File: src/rtl/serial_adder_arbiter_pkg.sv
// Shared types and helpers for the serial adder arbiter.
// Imported by the top and by the round-robin picker.
package serial_adder_arbiter_pkg;

  typedef enum logic [1:0] {
    IDLE = 2'd0,
    SEND = 2'd1,
    RECV = 2'd2
  } arb_state_e;

  function automatic int clog2(input int v);
    int r;
    r = 0;
    for (int i = 0; i < 31; i++)
      if ((1 << i) < v) r = i + 1;
    return (r < 1) ? 1 : r;
  endfunction

endpackage

File: src/rtl/serial_adder_arbiter_picker.sv
// Round-robin one-hot picker: rotate by pointer,
// isolate lowest set bit, rotate back.
module rr_priority_picker
  import serial_adder_arbiter_pkg::*;
#(
  parameter int N  = 4,
  parameter int PW = clog2(N)
) (
  input  logic [N-1:0]  req_i,
  input  logic [PW-1:0] ptr_i,
  output logic [N-1:0]  pick_o
);

  localparam logic [N-1:0] ONE = N'(1);

  logic [N-1:0] rot;
  logic [N-1:0] low;

  always_comb begin
    rot = '0;
    for (int i = 0; i < N; i++)
      rot[i] = req_i[(i + int'(ptr_i)) % N];
    low = rot & (~rot + ONE);
    pick_o = '0;
    for (int i = 0; i < N; i++)
      pick_o[(i + int'(ptr_i)) % N] = low[i];
  end

endmodule

File: src/rtl/serial_adder_arbiter.sv
// Round-robin arbiter sharing one serial adder core
// among NUM_CH serial requesters, one word at a time.
module serial_adder_arbiter
  import serial_adder_arbiter_pkg::*;
#(
  parameter int DATA_WIDTH = 16,
  parameter int NUM_CH     = 4,
  parameter int TIMEOUT    = 256
) (
  input  logic              i_clk,
  input  logic              i_rst,
  input  logic              i_en,
  input  logic [NUM_CH-1:0] iv_req,
  input  logic [NUM_CH-1:0] iv_din_a,
  input  logic [NUM_CH-1:0] iv_din_b,
  input  logic [NUM_CH-1:0] iv_valid,
  output logic [NUM_CH-1:0] ov_ready,
  output logic [NUM_CH-1:0] ov_sum,
  output logic [NUM_CH-1:0] ov_valid,
  input  logic [NUM_CH-1:0] iv_ready,
  output logic              o_add_din_a,
  output logic              o_add_din_b,
  output logic              o_add_valid,
  input  logic              i_add_ready,
  input  logic              i_add_sum,
  input  logic              i_add_valid,
  output logic              o_add_ready,
  output logic [NUM_CH-1:0] ov_grant,
  output logic              o_busy,
  output logic              o_err
);

  localparam int BW = clog2(DATA_WIDTH);
  localparam int TW = clog2(TIMEOUT + 1);
  localparam int PW = clog2(NUM_CH);
  localparam logic [BW-1:0] BEAT_LAST = BW'(DATA_WIDTH - 1);
  localparam logic [TW-1:0] TMO_LAST  = TW'(TIMEOUT - 1);
  localparam logic [PW-1:0] PTR_LAST  = PW'(NUM_CH - 1);

  arb_state_e        state_q, state_d;
  logic [NUM_CH-1:0] grant_q, grant_d;
  logic [NUM_CH-1:0] pick;
  logic [PW-1:0]     ptr_q, ptr_d;
  logic [PW-1:0]     own;
  logic [BW-1:0]     beat_q, beat_d;
  logic [TW-1:0]     tmo_q, tmo_d;
  logic              in_send, in_recv;
  logic              send, recv;
  logic              tx_beat, rx_beat;
  logic              word_done, tmo_hit;

  rr_priority_picker #(
    .N (NUM_CH),
    .PW(PW)
  ) u_pick (
    .req_i (iv_req),
    .ptr_i (ptr_q),
    .pick_o(pick)
  );

  always_comb begin
    own = '0;
    for (int i = 0; i < NUM_CH; i++)
      if (grant_q[i]) own = PW'(i);
  end

  assign in_send = (state_q == SEND);
  assign in_recv = (state_q == RECV);
  assign send    = i_en && in_send;
  assign recv    = i_en && in_recv;

  assign o_add_din_a = in_send && |(iv_din_a & grant_q);
  assign o_add_din_b = in_send && |(iv_din_b & grant_q);
  assign o_add_valid = send && |(iv_valid & grant_q);
  assign ov_ready    = grant_q & {NUM_CH{send && i_add_ready}};
  assign o_add_ready = recv && |(iv_ready & grant_q);
  assign ov_valid    = grant_q & {NUM_CH{recv && i_add_valid}};
  assign ov_sum      = grant_q & {NUM_CH{in_recv && i_add_sum}};

  assign tx_beat   = o_add_valid && i_add_ready;
  assign rx_beat   = i_add_valid && o_add_ready;
  assign word_done = (beat_q == BEAT_LAST);
  assign tmo_hit   = (tmo_q == TMO_LAST);

  // A final result beat landing on the timeout cycle wins.
  assign o_err    = recv && tmo_hit && !(rx_beat && word_done);
  assign ov_grant = grant_q;
  assign o_busy   = (state_q != IDLE);

  always_comb begin
    state_d = state_q;
    grant_d = grant_q;
    ptr_d   = ptr_q;
    beat_d  = beat_q;
    tmo_d   = tmo_q;
    if (i_en) begin
      unique case (state_q)
        IDLE: begin
          if (|iv_req) begin
            grant_d = pick;
            state_d = SEND;
            beat_d  = '0;
            tmo_d   = '0;
          end
        end
        SEND: begin
          if (tx_beat) begin
            if (word_done) begin
              state_d = RECV;
              beat_d  = '0;
            end else begin
              beat_d = beat_q + 1'b1;
            end
          end
        end
        RECV: begin
          if ((rx_beat && word_done) || tmo_hit) begin
            state_d = IDLE;
            grant_d = '0;
            ptr_d   = (own == PTR_LAST) ? '0 : own + 1'b1;
            beat_d  = '0;
            tmo_d   = '0;
          end else begin
            tmo_d = tmo_q + 1'b1;
            if (rx_beat) beat_d = beat_q + 1'b1;
          end
        end
        default: state_d = IDLE;
      endcase
    end
  end

  always_ff @(posedge i_clk) begin
    if (i_rst) begin
      state_q <= IDLE;
      grant_q <= '0;
      ptr_q   <= '0;
      beat_q  <= '0;
      tmo_q   <= '0;
    end else begin
      state_q <= state_d;
      grant_q <= grant_d;
      ptr_q   <= ptr_d;
      beat_q  <= beat_d;
      tmo_q   <= tmo_d;
    end
  end

endmodule
File: config.mk
export PLATFORM = sky130hd
export DESIGN_NAME = serial_adder_arbiter
export DESIGN_NICKNAME = d
export VERILOG_FILES = /design/src/rtl/serial_adder_arbiter_pkg.sv /design/src/rtl/serial_adder_arbiter_picker.sv /design/src/rtl/serial_adder_arbiter.sv
export SDC_FILE = /design/constraint.sdc
export NUM_CORES = 1
export LEC_CHECK = 0
export BUFFER_PORTS_ARGS = -buffer_cell sky130_fd_sc_hd__buf_2
export CORE_MARGIN = 10
export CORE_UTILIZATION = 45
export DETAILED_ROUTE_END_ITERATION = 10
export GPL_ROUTABILITY_DRIVEN = 0
export GPL_TIMING_DRIVEN = 0
export HOLD_SLACK_MARGIN = 0.05
export PLACE_DENSITY = 0.78
export REMOVE_ABC_BUFFERS = 1
export SLEW_MARGIN = 20
export SYNTH_ARGS = -nofsm -noshare
export SYNTH_HDL_FRONTEND = slang
export SYNTH_HIERARCHICAL = 1
export SYNTH_SLANG_ARGS = --single-unit
File: constraint.sdc
create_clock -name i_clk -period 5.3 [get_ports i_clk]
set_input_delay 0 -clock i_clk [delete_from_list [all_inputs] [get_ports i_clk]]
set_output_delay 0 -clock i_clk [all_outputs]
set_load 0.01 [all_outputs]
; ---- Word level (Yosys, flattened, before mapping)
; Cells that the tools add are included.
[totals]
regBits = 21
inputBits = 26
out_inout_bits = 22
elab_cells = 123
[op_classes]
addsub = 7
order_cmp = 8
n_eq_ne = 10
n_mux = 43
bitwise = 13
n_reduce_logical = 37
[op_table]
columns = op, n
row1 = bitwise AND 4 bit, 9
row2 = two-way mux 4 bit, 7
row3 = OR reduction 4 bit, 5
row4 = logical AND 1 bit, 18
row5 = two-way mux 9 bit, 2
row6 = case mux 9 bit (2 select lines), 1
row7 = two-way mux 2 bit, 7
row8 = bitwise mux 4 bit, 3
row9 = "< comparator 3 x 4 -> 1 bit, second input constant", 3
row10 = two-way mux 1 bit, 12
row11 = case mux 4 bit (3 select lines), 1
row12 = AND reduction 5 bit, 2
row13 = "adder 9 x 1 -> 9 bit, second input constant", 1
row14 = "equality test 9 x 8 -> 1 bit, second input constant", 1
row15 = "greater-or-equal comparator 3 x 1 -> 1 bit, second input constant", 3
row16 = "adder 4 x 1 -> 4 bit, second input constant", 2
row17 = binary-select mux 1 bit (select 2 bit), 4
row18 = demux 1 bit (select 2 bit), 4
row19 = case mux 4 bit (2 select lines), 1
row20 = "inequality test 2 x 1 -> 1 bit, second input constant", 3
row21 = case mux 2 bit (3 select lines), 1
row22 = AND reduction 3 bit, 2
row23 = OR reduction 2 bit, 3
row24 = "adder 2 bit, first input constant", 2
row25 = 17 further kinds, 21

; ---- Depth between registers and ports, before layout
; Gate-level depths: netlist (run 1).
[logic_depth]
ltp_word = 15
mapped_depth = 9
depth_no_buf = 9

; ---- Cells and area by module
; The synthesis (run 1) kept the hierarchy.
[modules_own_cells]
columns = module, n_inst, cells_per_inst, area_each_um2, seq_area_each_um2
row1 = serial_adder_arbiter, 1, 166, 1366.3, 420.4
row2 = rr_priority_picker, 1, 32, 354.1, 0.0

; ---- Worst setup path after synthesis (run 1)
; Ideal clock, no wire load.
[synth_path]
kind = register to register
from = reg ptr_q[0]
to = reg grant_q[2], in the netlist ov_grant[2]
arrival_ns = 2.239
required_ns = 5.235
path_slack_ns = 2.995
stages_incl_launch_ff = 8
synth_period_minus_slack_ns = 2.305
path_cell_list = dfxtp_1 -> inv_1 -> ha_1 -> mux4_2 -> or4b_4 -> a221oi_1 -> a22oi_1 -> nor2_1
[synth_via]
elab_chain_len = 12
[synth_lines]
columns = item, line
row1 = "start, declared", serial_adder_arbiter.sv:43  ; logic [PW-1:0] ptr_q, ptr_d;
row2 = "start signal, assigned", serial_adder_arbiter.sv:143  ; ptr_q <= ptr_d;
row3 = adder 1 x 2 -> 2 bit, "serial_adder_arbiter_picker.sv:22, serial_adder_arbiter_picker.sv:26"
row4 = binary-select mux 1 bit (select 2 bit) / OR reduction 2 bit (equally long branches), --
row5 = two-way mux 1 bit (not written as such) / bitwise AND 1 bit (equally long branches), --
row6 = "two-way mux 1 bit (not written as such), or another cell as far along", serial_adder_arbiter_picker.sv:22  ; rot[i] = req_i[(i + int'(ptr_i)) % N];
row7 = inverter 4 bit / logical AND 1 bit (equally long branches), "serial_adder_arbiter_picker.sv:23, serial_adder_arbiter_picker.sv:26"
row8 = adder 4 x 1 -> 4 bit / two-way mux 1 bit (equally long branches), "serial_adder_arbiter_picker.sv:23, serial_adder_arbiter_picker.sv:26"
row9 = bitwise AND 4 bit / demux 1 bit (select 2 bit) (equally long branches), --
row10 = bitwise mux 4 bit (2 in a row), serial_adder_arbiter_picker.sv:26  ; pick_o[(i + int'(ptr_i)) % N] = low[i];
row11 = bitwise mux 4 bit *, serial_adder_arbiter_picker.sv:26
row12 = named net pick[2], serial_adder_arbiter.sv:42  ; logic [NUM_CH-1:0] pick;
row13 = two-way mux 4 bit *, serial_adder_arbiter.sv:99  ; if (|iv_req) begin
row14 = case mux 4 bit (2 select lines) *, serial_adder_arbiter.sv:97  ; unique case (state_q)
row15 = "end signal, assigned", serial_adder_arbiter.sv:142  ; grant_q <= grant_d;
row16 = "end, declared", serial_adder_arbiter.sv:41  ; logic [NUM_CH-1:0] grant_q, grant_d;
; Mark *: on every way through the listed nets, which the timed path passes. The rest lies on a longest branch. The select of a mux whose other input is x is not followed.
; A chain may end at the register's enable or synchronous reset.

; ---- Worst setup path in the final report (run 1)
[layout_path]
from = reg state_q[0]
to = reg tmo_q[8]
[layout_via]
elab_chain_len = 8
[layout_lines]
columns = item, line
row1 = "start, declared", serial_adder_arbiter.sv:40  ; arb_state_e state_q, state_d;
row2 = "start signal, assigned", serial_adder_arbiter.sv:141  ; state_q <= state_d;
row3 = equality test 2 bit, "serial_adder_arbiter.sv:68, serial_adder_arbiter.sv:97"
row4 = logical AND 1 bit, serial_adder_arbiter.sv:70  ; assign recv = i_en && in_recv;
row5 = logical AND 1 bit, serial_adder_arbiter.sv:76  ; assign o_add_ready = recv && |(iv_ready & grant_q);
row6 = logical AND 1 bit, serial_adder_arbiter.sv:81  ; assign rx_beat = i_add_valid && o_add_ready;
row7 = logical AND 1 bit, serial_adder_arbiter.sv:117  ; if ((rx_beat && word_done) || tmo_hit) begin
row8 = logical OR 1 bit, serial_adder_arbiter.sv:117
row9 = two-way mux 9 bit, serial_adder_arbiter.sv:117
row10 = case mux 9 bit (2 select lines), serial_adder_arbiter.sv:97
row11 = "end signal, assigned", serial_adder_arbiter.sv:145  ; tmo_q <= tmo_d;
row12 = "end, declared", serial_adder_arbiter.sv:46  ; logic [TW-1:0] tmo_q, tmo_d;
; Parallel ways exist; a longest one is shown, timed or not.

==> metrics.txt, run 1 <==
status completed; most frequent cell after synthesis dfxtp_1; Final period util 0.4810; YS warnings 6; Detail Route met3 WL between 400 and 500 um; Clock Sink Count 21; initial antenna violation count 0; area leader, netlist dfxtp_1; Top Layer Used met4; leak pwr around 0.9 nW; drt drc 0; I/O Pins between 40 and 50; PnR Total Power about 0.00045 W; DP HPWL 3341 um; Synth Flop Type dfxtp_1; crit path buf inv count 1; Slew Viols, Final 0; clk_skew 0.008007 ns; H-Tree Depth 1; Total GRT Usage 0.1229; WL per Instance about 15 um; top post-synthesis cells by area dfxtp_1, ha_1, a22oi_1; cts repair resizes 0; Pwr Density 222.1 mW/mm^2; Core Region between 0.003 and 0.004 sq mm; Clock Latency Late Sink 0.26 ns; Overflow after GRT 0; via count 1651; die width around 82 um; CP Class reg -> reg; Yosys cell types 50; row count 22; cells along the critical path inv_1 > ha_1 > o21ai_0 > a21oi_1 > o21ai_2 > nand2b_1 > a211oi_1; unrepaired setup endpoints after global routing false; met2 WL 1868 um; chip height 81.83 um; slowest CP cell a21oi_1; Hold WS about 0.30 ns; Worst VDD drop 0.1782 mV; Critical Path Source Type register; CTS Root Cell clkbuf_8; crit-path max FO 12; slowest stage delay, CP ~0.75 ns; critical path data arrival time 2.66 ns; clock slew at reported path FFs approximately 0.08 ns; Tmin final between 2 and 3 ns; share of cells above drive strength 1 0.2922; largest net degree at the start of global routing 14; die area 0.006696 sq mm; Hold Path Class in -> reg; TritonCTS Buffers 3; Rel. slew slack 0.3627; top cells by count, synth dfxtp_1, nor2_1, ha_1, a22oi_1; port bufs 47; Met1 Wirelength around 1900 um; CP Data Required Time 5.41 ns; Pre-antenna DRT Iters 4; Antenna diodes 0; Crit. End Element register; Initial Util 0.4664; antenna-violating nets left 0; kind of cell adding the most delay to the critical path compound AO/OA/AOI/OAI gates; number of synthesized flops with an enable pin 0; max-cap viol count 0; TNS Setup 0 ns; Post-Syn Area per Cell slightly below 9 sq um; CTS tree built; first-pass GRT wire length 6782 um; drt total wl 4310 um; Yosys reg bits 21; Clock Path Buffers 2; post-DR vias/cell 5.674; Final #Nets between 200 and 300; final number of setup-violating endpoints 0; worst-margin pin slew around 0.96 ns; Initial DRC Count ~130; asr flop ratio synth 0; Netlist Area Pre-Place roughly 0.0017 sq mm; final hold violation count 0; vias in the first global route 1467; Area Growth Syn to Fin 18.40%; post-synthesis cell count between 150 and 200; Yosys top cell area share 0.2444; sequential share of the synthesized area 0.2444; achievable frequency 392.3 MHz
==> worst paths after layout <==
| path | startpoint | end | slack (ns) | cells after the start |
|---|---|---|---|---|
| max | state_q[0]$_SDFFE_PP0P_ | tmo_q[8]$_SDFFE_PP0P_ | 2.75 | 7 |
| min | i_en | beat_q[1]$_SDFFE_PP0P_ | 0.30 | 4 |
| max reg2reg | state_q[0]$_SDFFE_PP0P_ | tmo_q[8]$_SDFFE_PP0P_ | 2.75 | 7 |
| min reg2reg | tmo_q[8]$_SDFFE_PP0P_ | tmo_q[8]$_SDFFE_PP0P_ | 0.50 | 2 |
==> layer usage <==
metal | vias to the layer above | GRT usage
li1 | 832 | -
met1 | 762 | 0.1499
met2 | 53 | 0.1983
met3 | 4 | 0.04803
met4 | 0 | 0.03061
met5 | - | 0
==> metrics by stage <==
stage	setup WS, ns	area [sq um]	util	cells
4_1_cts	2.715	2037	0.5522	291
3_5_place_dp	2.742	1981	0.5370	286
3_3_place_gp	2.754	1981	0.5370	286
2_1_floorplan	2.989	1685	-	191
5_1_grt	2.414	2037	0.5522	291
6_report	2.751	2037	0.5522	291
==> flip-flops by register name, summed over array words and instances (netlist names) <==
signal	flops
ov_grant	4
ptr_q	2
state_q	2
beat_q	4
tmo_q	9
==> what timing repair did <==
action | CTS | global route
hold endpoints to repair | 1 | 0
setup buffers | 0 | 0
hold buffers | 1 | 0
==> placed cells by master, fill, tap and decap left out, types with 6 or more instances in the layout <==
cell	n
buf_2	47
dfxtp_1	21
nor2_1	18
ha_1	16
a22oi_1	11
and3_1	10
nand2_1	10
a21oi_1	10
inv_1	8
o21ai_0	8
nand4_1	7
nor2b_1	7
nand3_1	6
xor2_1	6
==> tightest hold or removal path, cell delays in order <==
cell      delay [ns]
buf_2           0.14
o2111a_1        0.21
nand4_1         0.11
a21oi_1         0.06
==> cells by family after synthesis <==
family | synth area share
and+or+nand+nor | 0.2807
AOI/OAI and AO/OA | 0.2225
DFF | 0.2444
adders and majority gates | 0.1164
buffers and inverters | 0.03782
xor gates and xnor gates | 0.03564
muxes | 0.06254
==> power breakdown <==
| part | internal (W) | total, W | leakage (nW) | switching [W] |
|---|---|---|---|---|
| clock network | 0.0000524 | 0.000104 | 0.0255 | 0.0000518 |
| registers | 0.000169 | 0.000185 | 0.170 | 0.0000159 |
| logic | 0.0000643 | 0.000163 | 0.687 | 0.0000986 |
| total | 0.000286 | 0.000452 | 0.882 | 0.000166 |
==> layout make-up <==
class | instances | area (sq um)
Tap cell | 48 | 60.06
Clock inverter | 1 | 5.005
Inverter | 8 | 30.03
Fill cell | 347 | 1652
Timing Repair Buffer | 48 | 245.2
Sequential cell | 21 | 420.4
Multi-Input combinational cell | 162 | 1235
Clock buffer | 3 | 41.29
Note: power is estimated with default switching activity, not from simulation.
==> inputs of run 2 (changes only) <==
==> constraint.sdc (replaced) <==
create_clock -name i_clk -period 2.65 [get_ports i_clk]
set_input_delay 0 -clock i_clk [delete_from_list [all_inputs] [get_ports i_clk]]
set_output_delay 0 -clock i_clk [all_outputs]
set_load 0.01 [all_outputs]
==> run 2 against run 1 <==
Wire length grew 0.86%. Largest power group unchanged. Global-route usage did not move. Final cell count stayed put. Critical path type unchanged. Non-clock buffer count unchanged.
==> metrics.txt, run 2 (synthesis results as in run 1) <==
Worst Hold Path EP beat_q[1]$_SDFFE_PP0P_; Critical Path Source Type register; Pint 0.0005729 W (+100%); crit-path max FO 10 (-2); Rel. slew slack 0.6200 (+0.2573); row count 22 (unchanged); most frequent cells in the layout buf_2, dfxtp_1, nor2_1; Pwr Density 444.9 mW/mm^2 (+100%); Initial Util 0.4664 (unchanged); drt total wl 4347 um (+0.86%); R2R Setup Slk 0.26 ns (-2.49 ns); PnR Total Power 0.0009090 W (+100%); first-pass GRT wire length 6782 um (unchanged); CTS Root Cell clkbuf_8; Top reg by flops tmo_q; Worst VDD drop 0.3563 mV (+100%); via count 1667 (+0.97%); CP Class reg -> reg; H-Tree Depth 1 (unchanged); Core Region 0.003689 sq mm (unchanged); Final period util 0.9020 (+0.4210); min-delay src i_en; CP Data Required Time 2.86 ns (-2.55 ns); max-cap viol count 0 (unchanged); chip height 81.83 um (unchanged); placed cell count 286 (unchanged); final number of setup-violating endpoints 0 (unchanged); hold depth 4 (unchanged); antenna-violating nets left 0 (unchanged); final std cells w/o fill 291 (unchanged); achievable frequency 418.4 MHz (+6.7%); share of cells above drive strength 1 0.3045 (+0.01235); Area Growth Syn to Fin 18.76%; die width 81.83 um (unchanged); Tmin final 2.390 ns (-0.1592 ns); final hold violation count 0 (unchanged); DP HPWL 3341 um (unchanged); unrepaired setup endpoints after global routing false; clk_skew 0.008565 ns (+0.0005578 ns); Critical Path Source ptr_q[0]$_SDFFE_PP0P_; Sw Share 0.3697 (+0.002103); worst r2r src ptr_q[0]$_SDFFE_PP0P_; largest net degree at the start of global routing 14 (unchanged); Initial DRC Count 165 (+25%); Overflow after GRT 0 (unchanged); Reg power frac 0.408 (-0.002); clock slew at reported path FFs 0.08 ns (about the same); vias in the first global route 1467 (unchanged); Clock Power Share 0.230 (about the same); Largest register FFs 9 (unchanged); TritonCTS Buffers 3 (unchanged); Register Area 422.9 sq um (+0.60%); Clock Path Buffers 2 (unchanged); CTS tree built; I/O Pins 48 (unchanged); Total GRT Usage 0.1229 (unchanged); initial antenna violation count 0 (unchanged); Pre-antenna DRT Iters 4 (unchanged); Clock Sink Count 21 (unchanged); Setup Fix Bufs, Post-CTS 0 (unchanged); drt drc 0 (unchanged); Antenna diodes 0 (unchanged); Crit. End Element register; Clock Latency Late Sink 0.26 ns (about the same); worst-margin pin slew 0.5700 ns (-0.3859 ns); port bufs 47 (unchanged); WL per Instance 14.94 um (+0.86%); Fillers 345 (-0.58%); post-DR vias/cell 5.729 (+0.97%); TNS Setup 0 ns (unchanged); status completed; Worst Reg-to-Reg Cells 7 (unchanged); Slew Viols, Final 0 (unchanged); Final #Nets 286 (unchanged); critical path data arrival time 2.60 ns (-0.06 ns); Sw Pwr 0.0003361 W (+100%); commonest non-fill, non-tap cell in the layout buf_2; multi-input logic area 0.001239 sq mm (+0.30%); leak pwr 0.8834 nW (+0.12%); Combinational Power Share 0.363 (+0.003); die area 0.006696 sq mm (unchanged); r2r endpoint ov_grant[1]$_SDFFE_PP0P_; Hold Path Class in -> reg
-- run 2: cell count changes in the layout (fill, tap and decap cells not counted) --
cell | before | now
dfxtp_1 | 21 | 19
dfxtp_2 | 0 | 2
a21oi_2 | 1 | 2
a21oi_1 | 10 | 9
-- run 2: worst max-delay path by stage --
stage	endpoint	slack [ns]
after CTS	ov_grant[1]$_SDFFE_PP0P_	0.07
after detailed placement	ov_grant[1]$_SDFFE_PP0P_	0.09
final	ov_grant[1]$_SDFFE_PP0P_	0.26
after global routing	ov_grant[3]$_SDFFE_PP0P_	0.07
after floorplan	ov_grant[1]$_SDFFE_PP0P_	0.34
after global placement	ov_grant[1]$_SDFFE_PP0P_	0.10
-- run 2: power by group through the flow --
stage | logic, W | registers (W) | clock network [W]
detailed placement | 0.000320 | 0.000377 | 0
finish | 0.000330 | 0.000370 | 0.000209
global placement | 0.000311 | 0.000376 | 0
global route | 0.000372 | 0.000374 | 0.000234
floorplan | 0.000222 | 0.000372 | 0
CTS | 0.000323 | 0.000369 | 0.000219
-- run 2: area by class of cell --
cell class / count / area share
repair buffers: 48 / 0.1200
flip-flops and latches: 21 / 0.2070
clock buffers: 3 / 0.02021
inverters: 8 / 0.01470
well taps: 48 / 0.02939
multi-input cells: 162 / 0.6062
clock inverters: 1 / 0.002449
-- run 2: worst max-delay path, stage by stage (launching register included) --
cell and delay [ns]:
dfxtp_2 0.46, inv_1 0.12, ha_1 0.33, mux4_2 0.31
or4b_4 0.56, a221oi_1 0.33, a22oi_1 0.10, nor2_1 0.10
-- run 2: stage by stage --
step	setup WS, ns	utilization	cell area [sq um]	hold slack, ns
detailed placement	0.09173	0.5370	1981	0.3340
global placement	0.1039	0.5370	1981	0.3357
global route	0.07495	0.5539	2043	0.3151
finish	0.2598	0.5539	2043	0.2978
CTS	0.06548	0.5522	2037	0.2954
floorplan	0.3393	-	1685	0.06244
-- run 2: layer usage --
metal	track usage	vias up	part of all wire
met5	0	-	0
met2	0.1983	54	0.43
met1	0.1499	776	0.44
met4	0.03061	0	0.012
met3	0.04803	7	0.11
li1	-	830	-
-- run 2: what timing repair did --
item,in CTS,in global routing
hold endpoints to repair,1,0
resized for setup,0,3
setup endpoints to repair,0,13
hold buffers,1,0
